[src/rtl/dl_mul_arbiter_pkg.sv]
// Shared FPU definitions for the DLfloat16 multiplier arbiter slice.
// Holds the multiplier op-codes, the DLfloat16 width, the exception-flag
// bit positions and a small index-wrap helper used by the round-robin search.
package dl_mul_arbiter_pkg;

  localparam int DLF_W  = 16;
  localparam int FLAG_W = 5;

  localparam logic [3:0] OP_MUL = 4'b0010;
  localparam logic [3:0] OP_NOP = 4'b0000;

  // Exception flag vector layout: {invalid, inexact, overflow, underflow, div_zero}
  localparam int FLG_INVALID   = 4;
  localparam int FLG_INEXACT   = 3;
  localparam int FLG_OVERFLOW  = 2;
  localparam int FLG_UNDERFLOW = 1;
  localparam int FLG_DIV_ZERO  = 0;

  // (base + off) modulo n, assuming base < n and off < n.
  function automatic int wrap_add(input int base, input int off, input int n);
    int sum;
    sum = base + off;
    return (sum >= n) ? (sum - n) : sum;
  endfunction

endpackage

[src/rtl/dl_mul_arbiter_if.sv]
// Request / response bundle of the multiplier arbiter.
//   req_valid/req_a/req_b/req_ready : per-requester issue handshake
//   rsp_valid/rsp_id/rsp_data/rsp_flags/rsp_ready : shared response channel
// slave  = arbiter view, master = requesters plus response consumer.
interface dl_mul_arbiter_if
  import dl_mul_arbiter_pkg::*;
#(
  parameter int N_REQ = 4
) ();

  localparam int ID_W = $clog2(N_REQ);

  logic [N_REQ-1:0]       req_valid;
  logic [DLF_W*N_REQ-1:0] req_a;
  logic [DLF_W*N_REQ-1:0] req_b;
  logic [N_REQ-1:0]       req_ready;

  logic                   rsp_valid;
  logic [ID_W-1:0]        rsp_id;
  logic [DLF_W-1:0]       rsp_data;
  logic [FLAG_W-1:0]      rsp_flags;
  logic                   rsp_ready;

  modport slave (
    input  req_valid, req_a, req_b, rsp_ready,
    output req_ready, rsp_valid, rsp_id, rsp_data, rsp_flags
  );

  modport master (
    output req_valid, req_a, req_b, rsp_ready,
    input  req_ready, rsp_valid, rsp_id, rsp_data, rsp_flags
  );

endinterface

[src/rtl/dl_rsp_fifo.sv]
// Synchronous response FIFO with occupancy count.
//   clk, rst_n : clock, asynchronous active-low reset
//   push_i/data_i : write request and entry
//   pop_i         : remove head entry (ignored while empty)
//   data_o        : head entry, empty_o : no entries, count_o : occupancy
// Push and pop may happen in the same cycle, also while full, in which case
// the head is retired and the new entry takes a slot in the same edge.
module dl_rsp_fifo #(
  parameter int DEPTH = 2,
  parameter int W     = 8
) (
  input  logic                       clk,
  input  logic                       rst_n,
  input  logic                       push_i,
  input  logic [W-1:0]               data_i,
  input  logic                       pop_i,
  output logic [W-1:0]               data_o,
  output logic                       empty_o,
  output logic [$clog2(DEPTH+1)-1:0] count_o
);

  localparam int PW = (DEPTH > 1) ? $clog2(DEPTH) : 1;
  localparam int CW = $clog2(DEPTH + 1);

  logic [W-1:0]  mem_q [DEPTH];
  logic [PW-1:0] wr_q, rd_q;
  logic [CW-1:0] cnt_q, cnt_d;
  logic          do_push_s, do_pop_s;

  assign do_pop_s  = pop_i & (cnt_q != CW'(0));
  assign do_push_s = push_i & ((cnt_q != CW'(DEPTH)) | do_pop_s);

  // Next occupancy from the qualified push/pop pair.
  always_comb begin
    cnt_d = cnt_q;
    case ({do_push_s, do_pop_s})
      2'b10:   cnt_d = cnt_q + CW'(1);
      2'b01:   cnt_d = cnt_q - CW'(1);
      default: cnt_d = cnt_q;
    endcase
  end

  // Storage, pointers and occupancy.
  always_ff @(posedge clk or negedge rst_n) begin
    if (!rst_n) begin
      wr_q  <= '0;
      rd_q  <= '0;
      cnt_q <= '0;
      for (int k = 0; k < DEPTH; k++) begin
        mem_q[k] <= '0;
      end
    end else begin
      cnt_q <= cnt_d;
      if (do_push_s) begin
        mem_q[wr_q] <= data_i;
        wr_q        <= (wr_q == PW'(DEPTH - 1)) ? PW'(0) : wr_q + PW'(1);
      end
      if (do_pop_s) begin
        rd_q <= (rd_q == PW'(DEPTH - 1)) ? PW'(0) : rd_q + PW'(1);
      end
    end
  end

  assign data_o  = mem_q[rd_q];
  assign empty_o = (cnt_q == CW'(0));
  assign count_o = cnt_q;

endmodule

[src/rtl/dl_mul_arbiter.sv]
// Round-robin arbiter sharing one DLfloat16 multiplier among N_REQ requesters.
//   clk, rst_n          : clock, asynchronous active-low reset (shared with multiplier)
//   bus (slave)         : request handshake and shared response channel
//   mul_a_o, mul_b_o    : multiplier operands (zero when idle)
//   mul_ena_o           : OP_MUL when issuing, otherwise OP_NOP
//   mul_result_i        : registered multiplier result, low 16 bits returned
//   mul_flags_i         : exception flags of that result
//   busy_o              : an operation is in flight or a response is queued
// Issue is credit-limited so every result in the tag pipeline is guaranteed a
// FIFO slot; responses therefore leave strictly in issue order.
module dl_mul_arbiter
  import dl_mul_arbiter_pkg::*;
#(
  parameter int N_REQ      = 4,
  parameter int MUL_LAT    = 1,
  parameter int FIFO_DEPTH = 2
) (
  input  logic                clk,
  input  logic                rst_n,
  dl_mul_arbiter_if.slave     bus,
  output logic [DLF_W-1:0]    mul_a_o,
  output logic [DLF_W-1:0]    mul_b_o,
  output logic [3:0]          mul_ena_o,
  input  logic [19:0]         mul_result_i,
  input  logic [FLAG_W-1:0]   mul_flags_i,
  output logic                busy_o
);

  localparam int ID_W  = $clog2(N_REQ);
  localparam int ENT_W = ID_W + DLF_W + FLAG_W;
  localparam int CNT_W = $clog2(FIFO_DEPTH + 1);
  localparam int INF_W = $clog2(MUL_LAT + 1);
  localparam int USE_W = $clog2(FIFO_DEPTH + MUL_LAT + 2);

  logic               run_q;
  logic [ID_W-1:0]    rr_ptr_q, rr_ptr_d;
  logic [MUL_LAT-1:0] tag_vld_q;
  logic [ID_W-1:0]    tag_id_q [MUL_LAT];

  logic [CNT_W-1:0]   fifo_cnt_s;
  logic               fifo_empty_s;
  logic [ENT_W-1:0]   fifo_head_s;
  logic [ENT_W-1:0]   push_data_s;
  logic               push_s, pop_s;
  logic [INF_W-1:0]   inflight_s;
  logic [USE_W-1:0]   used_s;
  logic               can_issue_s, found_s, issue_s;
  logic [ID_W-1:0]    win_s;
  logic [N_REQ-1:0]   grant_s;
  logic               unused_s;

  assign unused_s = ^mul_result_i[19:16];

  // Holds off grants until the first edge after reset release, so req_ready
  // stays low while rst_n is asserted regardless of req_valid.
  always_ff @(posedge clk or negedge rst_n) begin
    if (!rst_n) begin
      run_q <= 1'b0;
    end else begin
      run_q <= 1'b1;
    end
  end

  // Number of operations currently travelling through the multiplier.
  always_comb begin
    inflight_s = '0;
    for (int k = 0; k < MUL_LAT; k++) begin
      inflight_s = inflight_s + INF_W'(tag_vld_q[k]);
    end
  end

  // credit = FIFO_DEPTH - count - inflight + pop > 0, rearranged so no
  // intermediate term can go negative.
  assign pop_s       = ~fifo_empty_s & bus.rsp_ready;
  assign used_s      = USE_W'(fifo_cnt_s) + USE_W'(inflight_s);
  assign can_issue_s = run_q & (used_s < (USE_W'(FIFO_DEPTH) + USE_W'(pop_s)));

  // Round-robin search: scanned from the far end so the requester closest
  // to rr_ptr is the last (winning) write.
  always_comb begin : rr_search
    logic [ID_W-1:0] idx;
    found_s = 1'b0;
    win_s   = '0;
    idx     = '0;
    for (int k = N_REQ - 1; k >= 0; k--) begin
      idx     = ID_W'(wrap_add(int'(rr_ptr_q), k, N_REQ));
      win_s   = bus.req_valid[idx] ? idx : win_s;
      found_s = found_s | bus.req_valid[idx];
    end
  end

  assign issue_s       = found_s & can_issue_s;
  assign grant_s       = issue_s ? ({{(N_REQ-1){1'b0}}, 1'b1} << win_s) : '0;
  assign bus.req_ready = grant_s;
  assign rr_ptr_d      = issue_s ? ID_W'(wrap_add(int'(win_s), 1, N_REQ)) : rr_ptr_q;

  // Multiplier operand and enable steering.
  always_comb begin
    if (issue_s) begin
      mul_a_o   = bus.req_a[int'(win_s)*DLF_W +: DLF_W];
      mul_b_o   = bus.req_b[int'(win_s)*DLF_W +: DLF_W];
      mul_ena_o = OP_MUL;
    end else begin
      mul_a_o   = '0;
      mul_b_o   = '0;
      mul_ena_o = OP_NOP;
    end
  end

  // Round-robin pointer and the {valid, id} tag shift register that tracks
  // each operation alongside the multiplier pipeline.
  always_ff @(posedge clk or negedge rst_n) begin
    if (!rst_n) begin
      rr_ptr_q  <= '0;
      tag_vld_q <= '0;
      for (int k = 0; k < MUL_LAT; k++) begin
        tag_id_q[k] <= '0;
      end
    end else begin
      rr_ptr_q     <= rr_ptr_d;
      tag_vld_q[0] <= issue_s;
      tag_id_q[0]  <= win_s;
      for (int k = 1; k < MUL_LAT; k++) begin
        tag_vld_q[k] <= tag_vld_q[k-1];
        tag_id_q[k]  <= tag_id_q[k-1];
      end
    end
  end

  assign push_s      = tag_vld_q[MUL_LAT-1];
  assign push_data_s = {tag_id_q[MUL_LAT-1], mul_result_i[DLF_W-1:0], mul_flags_i};

  dl_rsp_fifo #(
    .DEPTH (FIFO_DEPTH),
    .W     (ENT_W)
  ) u_rsp_fifo (
    .clk     (clk),
    .rst_n   (rst_n),
    .push_i  (push_s),
    .data_i  (push_data_s),
    .pop_i   (pop_s),
    .data_o  (fifo_head_s),
    .empty_o (fifo_empty_s),
    .count_o (fifo_cnt_s)
  );

  // Response fields are forced to zero while the FIFO is empty so stale
  // storage never shows on the channel.
  assign bus.rsp_valid = ~fifo_empty_s;
  assign bus.rsp_id    = fifo_empty_s ? '0 : fifo_head_s[ENT_W-1 -: ID_W];
  assign bus.rsp_data  = fifo_empty_s ? '0 : fifo_head_s[FLAG_W +: DLF_W];
  assign bus.rsp_flags = fifo_empty_s ? '0 : fifo_head_s[FLAG_W-1:0];

  assign busy_o = (inflight_s != INF_W'(0)) | ~fifo_empty_s;

endmodule

[src/flat_wrapper.sv]
// flat-port wrapper written by rule: the top's interface ports become plain ports
module dl_mul_arbiter_flat import dl_mul_arbiter_pkg::*;
#(
  parameter int N_REQ      = 4,
  parameter int MUL_LAT    = 1,
  parameter int FIFO_DEPTH = 2
)
  (clk, rst_n, mul_a_o, mul_b_o, mul_ena_o, mul_result_i, mul_flags_i, busy_o, bus_req_valid, bus_req_a, bus_req_b, bus_rsp_ready, bus_req_ready, bus_rsp_valid, bus_rsp_id, bus_rsp_data, bus_rsp_flags);
  dl_mul_arbiter_if #(.N_REQ(N_REQ)) bus_i ();
  input  logic clk;
  input  logic rst_n;
  output logic [DLF_W-1:0] mul_a_o;
  output logic [DLF_W-1:0] mul_b_o;
  output logic [3:0] mul_ena_o;
  input  logic [19:0] mul_result_i;
  input  logic [FLAG_W-1:0] mul_flags_i;
  output logic busy_o;
  input wire logic [$bits(bus_i.req_valid)-1:0] bus_req_valid;
  input wire logic [$bits(bus_i.req_a)-1:0] bus_req_a;
  input wire logic [$bits(bus_i.req_b)-1:0] bus_req_b;
  input wire logic [$bits(bus_i.rsp_ready)-1:0] bus_rsp_ready;
  output wire logic [$bits(bus_i.req_ready)-1:0] bus_req_ready;
  output wire logic [$bits(bus_i.rsp_valid)-1:0] bus_rsp_valid;
  output wire logic [$bits(bus_i.rsp_id)-1:0] bus_rsp_id;
  output wire logic [$bits(bus_i.rsp_data)-1:0] bus_rsp_data;
  output wire logic [$bits(bus_i.rsp_flags)-1:0] bus_rsp_flags;
  assign bus_i.req_valid = bus_req_valid;
  assign bus_i.req_a = bus_req_a;
  assign bus_i.req_b = bus_req_b;
  assign bus_i.rsp_ready = bus_rsp_ready;
  assign bus_req_ready = bus_i.req_ready;
  assign bus_rsp_valid = bus_i.rsp_valid;
  assign bus_rsp_id = bus_i.rsp_id;
  assign bus_rsp_data = bus_i.rsp_data;
  assign bus_rsp_flags = bus_i.rsp_flags;
  dl_mul_arbiter #(.N_REQ(N_REQ), .MUL_LAT(MUL_LAT), .FIFO_DEPTH(FIFO_DEPTH)) u_core (.clk(clk), .rst_n(rst_n), .bus(bus_i), .mul_a_o(mul_a_o), .mul_b_o(mul_b_o), .mul_ena_o(mul_ena_o), .mul_result_i(mul_result_i), .mul_flags_i(mul_flags_i), .busy_o(busy_o));
endmodule
[config.mk]
export PLATFORM = sky130hd
export DESIGN_NAME = dl_mul_arbiter_flat
export DESIGN_NICKNAME = d
export VERILOG_FILES = /design/src/rtl/dl_mul_arbiter_pkg.sv /design/src/rtl/dl_mul_arbiter_if.sv /design/src/rtl/dl_rsp_fifo.sv /design/src/rtl/dl_mul_arbiter.sv /design/src/flat_wrapper.sv
export SDC_FILE = /design/constraint.sdc
export NUM_CORES = 1
export LEC_CHECK = 0
export CAP_MARGIN = 20
export CORE_MARGIN = 3
export CORE_UTILIZATION = 34
export CTS_CLUSTER_DIAMETER = 30
export DETAILED_ROUTE_END_ITERATION = 7
export PLACE_DENSITY = 0.77
export RECOVER_POWER = 50
export SLEW_MARGIN = 20
export SYNTH_ARGS = -nofsm -noshare
export SYNTH_HDL_FRONTEND = slang
export SYNTH_SLANG_ARGS = --single-unit
export TNS_END_PERCENT = 50
[constraint.sdc]
create_clock -name clk -period 2 [get_ports clk]
set_clock_uncertainty 0.1 [all_clocks]
set_input_delay 0.3 -clock clk [delete_from_list [all_inputs] [get_ports clk]]
set_output_delay 0.3 -clock clk [all_outputs]
set_load 0.05 [all_outputs]
==> reports/qor.txt, run 1 <==
outcome: finished with violations
failing checks: negative setup slack
DIE HEIGHT: 111 µm
#FFs+latches synth: 56
Yosys warning total: 0
RSZ-0062 raised after global routing: true
Slew Viols, Final: 0
sequential share of the synthesized area: 37.7%
synthesized area per cell: 11.4 µm²
Hold Crit Depth: 1
final instance area: 7890 µm²
P_leak: 3.24 nW
hold crit path type: flop to flop
top post-synthesis cells by area: dfrtp_1 (38%), mux2i_1 (23%), mux2_1 (13%), o22ai_1 (5.6%), nor2_1 (2.8%)
Worst path max stage delay: 0.44 ns
RePlAce Congestion: 0.876
global-route wire length before repair: 22100 µm
Slowest cell on crit path: dfrtp_1
Tcrit/Tclk final: 130%
initial antenna violation count: 0
hpwl dp: 11100 µm
Fillers: 670
total CTS buffers: 5
final setup violation count: 38
hold wc startpoint: u_core.u_rsp_fifo.mem_q[35]
Pre-antenna DRT Iters: 4
Synth top area share: 37.7%
Final min period: 2.59 ns
Max Fclk: 386 MHz
WP data required: 1.60 ns
core area: 10500 µm²
Max-Cap Viols: 0
die area: 12200 µm²
Synth Cell Area: 3720 µm²
Worst Setup Start Kind: flop
share of layout cells above drive strength 1: 38.1%
Routed WL: 14100 µm
clock root buffer master: clkbuf_8
Worst VDD drop: 1.02 mV
P&R area growth vs syn: 112%
htree depth: 2
DRC: 0
io pins: 225
drt wl/cell: 19.6 µm
critical path peak fanout: 5
n_diodes: 0
Clock Pin Slew Worst Setup and Hold Paths: 0.10 ns
Initial Utilization: 35.5%
Commonest cells post-synth: mux2i_1 (87), dfrtp_1 (56), mux2_1 (43)
Antenna Nets Post-Route: 0
critical path arrival: 2.19 ns
Max clock buf depth: 2
CTS tree: built
number of flops mapped to enable cells by yosys: 0
Final WS setup: -0.591 ns
DRT iter0 DRCs: 132
asr flop ratio synth: 100%
PwrDens: 1770 nW/µm²
CP Cell Sequence: buf_6 -> o22ai_2 -> a211o_4 -> buf_4 -> mux2i_1 -> o22ai_4 -> buf_12
# rows: 37
Net count, final: 748
post-synth cell types: 32
Slew @ Worst Pin: 0.738 ns
pin count of the biggest net entering global routing: 57
GRT Resource Usage Total: 22.4%
Crit Path Category: flop to primary output
vias in the first global route: 4106
Cells after Synth: 325
ys flop type: dfrtp_1
final hold violation count: 0
post-DR vias/cell: 5.07
Worst R2R Path Depth: 7
number of clock sinks: 56
Port Buffers: 217
max_slew headroom: 50.8%
crit path from: u_core.rr_ptr_q[0]
cell with the most instances after synthesis: mux2i_1
Total Power: 0.0140 W
Remaining Overflow, GRT: 0
FF-to-FF Start: u_core.u_rsp_fifo.count_o[0]
Worst-Skew Late Latency: 0.30 ns
placed instance area: 7400 µm²
Setup crit end kind: primary output
Vias: 3642
die width: 111 µm
Synth area leader: dfrtp_1
## cells in the final DEF, fill, tap and decap left out, drive strengths merged, types with 3 or more instances in the layout
cell type / n
dfrtp: 56
mux2i: 87
ha: 7
a21oi: 4
conb: 4
nand2: 3
and2: 4
mux2: 47
dlygate4sd2: 3
inv: 9
xnor2: 5
clkbuf: 7
nor2: 29
clkdlybuf4s50: 150
o22ai: 33
buf: 117
## where the power goes
part	total (W)	switching, W	leakage, nW	internal [W]
sequential	0.00204	0.000331	0.660	0.00171
combinational	0.0113	0.00575	2.53	0.00556
clock	0.000620	0.000370	0.0445	0.000249
total	0.0140	0.00645	3.24	0.00752
## path summary, 6_finish.rpt
check	end	slack, ns
worst min-delay path	u_core.u_rsp_fifo.mem_q[35]	0.39
worst max-delay path	mul_a_o[2]	-0.59
worst max register to register	u_core.rr_ptr_q[1]	0
worst min register to register	u_core.u_rsp_fifo.mem_q[35]	0.39
max in group asynchronous	u_core.u_rsp_fifo.count_o[0]	0.64
min in group asynchronous	u_core.u_rsp_fifo.mem_q[31]	0.65
## what timing repair did
| action | CTS | global route |
|---|---|---|
| hold buffers | 1 | 0 |
| hold endpoints to repair | 56 | 0 |
| resized for setup | 39 | 39 |
| setup endpoints to repair | 50 | 62 |
| buffers inserted | 2 | 6 |
| cloned | 2 | 0 |
| pin swaps | 6 | 10 |
## state kept, by name (all words and copies together) (netlist names)
name / flops
u_core.u_rsp_fifo.wr_q: 1
u_core.tag_id_q: 2
u_core.u_rsp_fifo.mem_q: 46
u_core.run_q: 1
u_core.rr_ptr_q: 2
u_core.u_rsp_fifo.rd_q: 1
u_core.push_s: 1
u_core.u_rsp_fifo.count_o: 2
## final cells by class
| class | instances | area (µm²) | share of cell area, % |
|---|---|---|---|
| flip-flops and latches | 56 | 1400 | 17.8 |
| inverters | 9 | 46.3 | 0.587 |
| clock inverters | 3 | 21.3 | 0.269 |
| well taps | 136 | 170 | 2.16 |
| clock buffers | 5 | 68.8 | 0.872 |
| multi-input cells | 235 | 2760 | 34.9 |
| repair buffers | 274 | 3430 | 43.4 |
## layer usage
layer  part of all wire, %  wire length, µm  vias up  GRT usage [%]
met5                     0                0        -              0
li1                      -                -     1684              -
met1                    38             5410     1786           25.3
met3                   5.5              771       26           5.26
met2                    54             7550      146           42.1
met4                   2.7              374        0           5.67
## worst max-delay path, delay by kind of cell (launching register included)
family	cells	cell delay [ns]
buf+inv	3	0.49
mux	1	0.32
flops	1	0.44
compound gates	3	0.63
## stage by stage
stage | hold slack [ns] | cells | setup TNS, ns | utilization, % | setup WS [ns]
final | 0.395 | 718 | -19.51 | 75.4 | -0.591
after CTS | 0.398 | 712 | -20.42 | 73.6 | -0.599
after global routing | 0.410 | 718 | -23.34 | 75.4 | -0.653
after global placement | 0.217 | 699 | -22.44 | 70.8 | -0.631
after detailed placement | 0.241 | 699 | -25.34 | 70.8 | -0.672
after floorplan | -0.0956 | 327 | -9.55 | - | -0.284
## cells by family (layout without fill, tap and decap cells)
family                     Yosys count  after routing  share of synthesized area, %
AOI/OAI and AO/OA                   41             42                          7.27
DFF                                 56             56                          37.7
other                                2              4                         0.202
xor gates and xnor gates             5              5                          1.18
adders and majority gates            7              7                          2.36
buffers and inverters               37            291                          7.94
and+or+nand+nor                     43             43                          5.72
muxes                              134            134                          37.7
Power figures use the tool's default switching activity.
==> run 2: changes to the inputs <==
--- a/config.mk
+++ b/config.mk
@@ -7,11 +7,12 @@
 export LEC_CHECK = 0
 export CAP_MARGIN = 20
 export CORE_MARGIN = 3
-export CORE_UTILIZATION = 34
+export CORE_UTILIZATION = 41
 export CTS_CLUSTER_DIAMETER = 30
 export DETAILED_ROUTE_END_ITERATION = 7
-export PLACE_DENSITY = 0.77
+export PLACE_DENSITY = 0.87
 export RECOVER_POWER = 50
+export SKIP_CTS_REPAIR_TIMING = 1
 export SLEW_MARGIN = 20
 export SYNTH_ARGS = -nofsm -noshare
 export SYNTH_HDL_FRONTEND = slang
==> constraint.sdc (replaced) <==
create_clock -name clk -period 3.1 [get_ports clk]
set_clock_uncertainty 0.1 [all_clocks]
set_input_delay 0.465 -clock clk [delete_from_list [all_inputs] [get_ports clk]]
set_output_delay 0.465 -clock clk [all_outputs]
set_load 0.05 [all_outputs]
==> run 2 against run 1 <==
Compared with the run above: the run now ends clean; sequential share of layout area increased by 4.2 points; utilization decreased by 2.7 points; via count decreased by 8.2%; combinational power decreased by 53%; largest power group unchanged; register-to-register slack improved by 0.72 ns; clock power decreased by 25%; largest cell class unchanged; critical path depth increased by 1; wire length decreased by 13%; critical path type is now primary input to primary output; sequential power decreased by 35%; first-iteration DRC count decreased by 30%.
==> reports/qor.txt, run 2 (synthesized netlist as in run 1, its figures left out) <==
Int Pwr: 0.00355 W
post-DR vias/cell: 5.14
DIE HEIGHT: 101 µm
critical path arrival: 2.40 ns
Post-Route Utilization: 72.8%
power share of the sequential group: 18.7%
drt wl/cell: 18.8 µm
r2r endpoint: u_core.u_rsp_fifo.mem_q[43]
clock root buffer master: clkbuf_8
Initial Utilization: 42.4%
initial antenna violation count: 1
RePlAce Congestion: 0.846
share of layout cells above drive strength 1: 19.4%
Worst-Skew Late Latency: 0.30 ns
setup slack, reg-to-reg: 0.72 ns
Routed WL: 12200 µm
total CTS buffers: 5
n_diodes: 0
Critical path buffers and inverters: 4
die area: 10200 µm²
Worst VDD drop: 0.722 mV
Setup crit end kind: primary output
CP Cell Sequence: clkdlybuf4s50_1 -> inv_1 -> o22ai_1 -> a211o_4 -> buf_12 -> mux2i_1 -> o22ai_1 -> buf_12
Slew Viols, Final: 0
P&R area growth vs syn: 71.5%
DRT iter0 DRCs: 93
Vias: 3342
Crit Path Category: primary input to primary output
Seq. cell area: 1400 µm²
vias in the first global route: 3625
Worst path top cell family by delay: buffers and inverters
max_slew headroom: 19.7%
GRT Resource Usage Total: 23.0%
most frequent cells in the layout: clkdlybuf4s50_1 (155), mux2i_1 (86), dfrtp_1 (56)
io pins: 225
max FFs per register: 46
PwrDens: 1100 nW/µm²
Pre-antenna DRT Iters: 4
# rows: 34
Net Sw Power: 0.00349 W
Crit path depth: 8
global-route wire length before repair: 18300 µm
die width: 101 µm
Antenna Nets Post-Route: 0
htree depth: 2
DRC: 0
critical path peak fanout: 24
Multi-input gate area: 2060 µm²
Clock Power Share: 6.6%
WP data required: 2.53 ns
Fillers: 631
final hold violation count: 0
Critical Path End: mul_b_o[6]
Tcrit/Tclk final: 95.7%
Gate power share: 74.7%
Slowest cell on crit path: clkdlybuf4s50_1
Max clock buf depth: 2
CTS tree: built
Net count, final: 708
Max-Cap Viols: 0
outcome: completed
Worst Setup Start Kind: primary input
hold crit path type: primary input to async pin
Worst R2R Path Depth: 5
hpwl dp: 10100 µm
RSZ-0062 raised after global routing: false
switching share of total power: 49.5%
pin count of the biggest net entering global routing: 35
Worst path max stage delay: 0.53 ns
Remaining Overflow, GRT: 0
crit path from: bus_req_valid[2]
most common cell after layout, fill and taps aside: clkdlybuf4s50_1
Hold WS: 0.281 ns
FF-to-FF Start: u_core.u_rsp_fifo.count_o[1]
Clock Pin Slew Worst Setup and Hold Paths: 0.10 ns
Max Fclk: 337 MHz
Largest Register: u_core.u_rsp_fifo.mem_q
core area: 8760 µm²
Final min period: 2.97 ns
P_leak: 2.87 nW
Slew @ Worst Pin: 1.20 ns
final setup violation count: 0
number of clock sinks: 56
Port Buffers: 217
-- run 2: area by class of cell --
class                   count  area share [%]
flip-flops and latches     56            22.0
clock inverters             3           0.667
repair buffers            235            41.3
well taps                 108            2.12
clock buffers               5            1.08
multi-input cells         234            32.3
inverters                   9           0.530
-- run 2: per-layer routing --
metal | vias to the layer above | global-route usage, % | wire length [µm] | part of all wire [%]
met2 | 133 | 39.5 | 6170 | 50
li1 | 1597 | - | - | -
met5 | - | 0 | 13 | 0.11
met1 | 1586 | 27.9 | 4840 | 40
met4 | 2 | 6.95 | 331 | 2.7
met3 | 24 | 6.54 | 886 | 7.2
-- run 2: power by group through the flow --
stage,registers [W],logic (W),clock network (W)
after global placement,0.00129,0.00517,0
after global routing,0.00136,0.00552,0.000510
after CTS,0.00132,0.00526,0.000483
after detailed placement,0.00134,0.00525,0
final,0.00132,0.00526,0.000466
after floorplan,0.00127,0.00343,0
-- run 2: worst min-delay path by stage --
stage,start,end,slack [ns],depth (start not counted)
after global placement,rst_n,u_core.u_rsp_fifo.mem_q[11],0.34,1
after floorplan,rst_n,u_core.push_s,0.07,0
final,rst_n,u_core.u_rsp_fifo.mem_q[11],0.28,1
after detailed placement,rst_n,u_core.u_rsp_fifo.mem_q[11],0.36,1
after global routing,rst_n,u_core.u_rsp_fifo.mem_q[30],0.36,1
after CTS,rst_n,u_core.u_rsp_fifo.mem_q[11],0.02,1
-- run 2: worst register-to-register path, cell delays in order (launching register included) --
cell	delay [ns]
dfrtp_1	0.46
inv_1	0.10
o31ai_1	0.61
nor2_2	0.11
clkbuf_2	0.42
mux2_1	0.46
-- run 2: metrics by stage --
stage | setup WS (ns) | instances | instance area [µm²] | TNS, ns | total power, W
final | 0.133 | 650 | 6380 | 0 | 0.00705
after detailed placement | 0.0112 | 639 | 6230 | 0 | 0.00658
after global routing | 0.0102 | 650 | 6380 | 0 | 0.00739
after CTS | -0.0508 | 647 | 6340 | -0.0597 | 0.00707
after global placement | 0.0189 | 639 | 6230 | 0 | 0.00646
after floorplan | 0.175 | 327 | 3730 | 0 | 0.00470
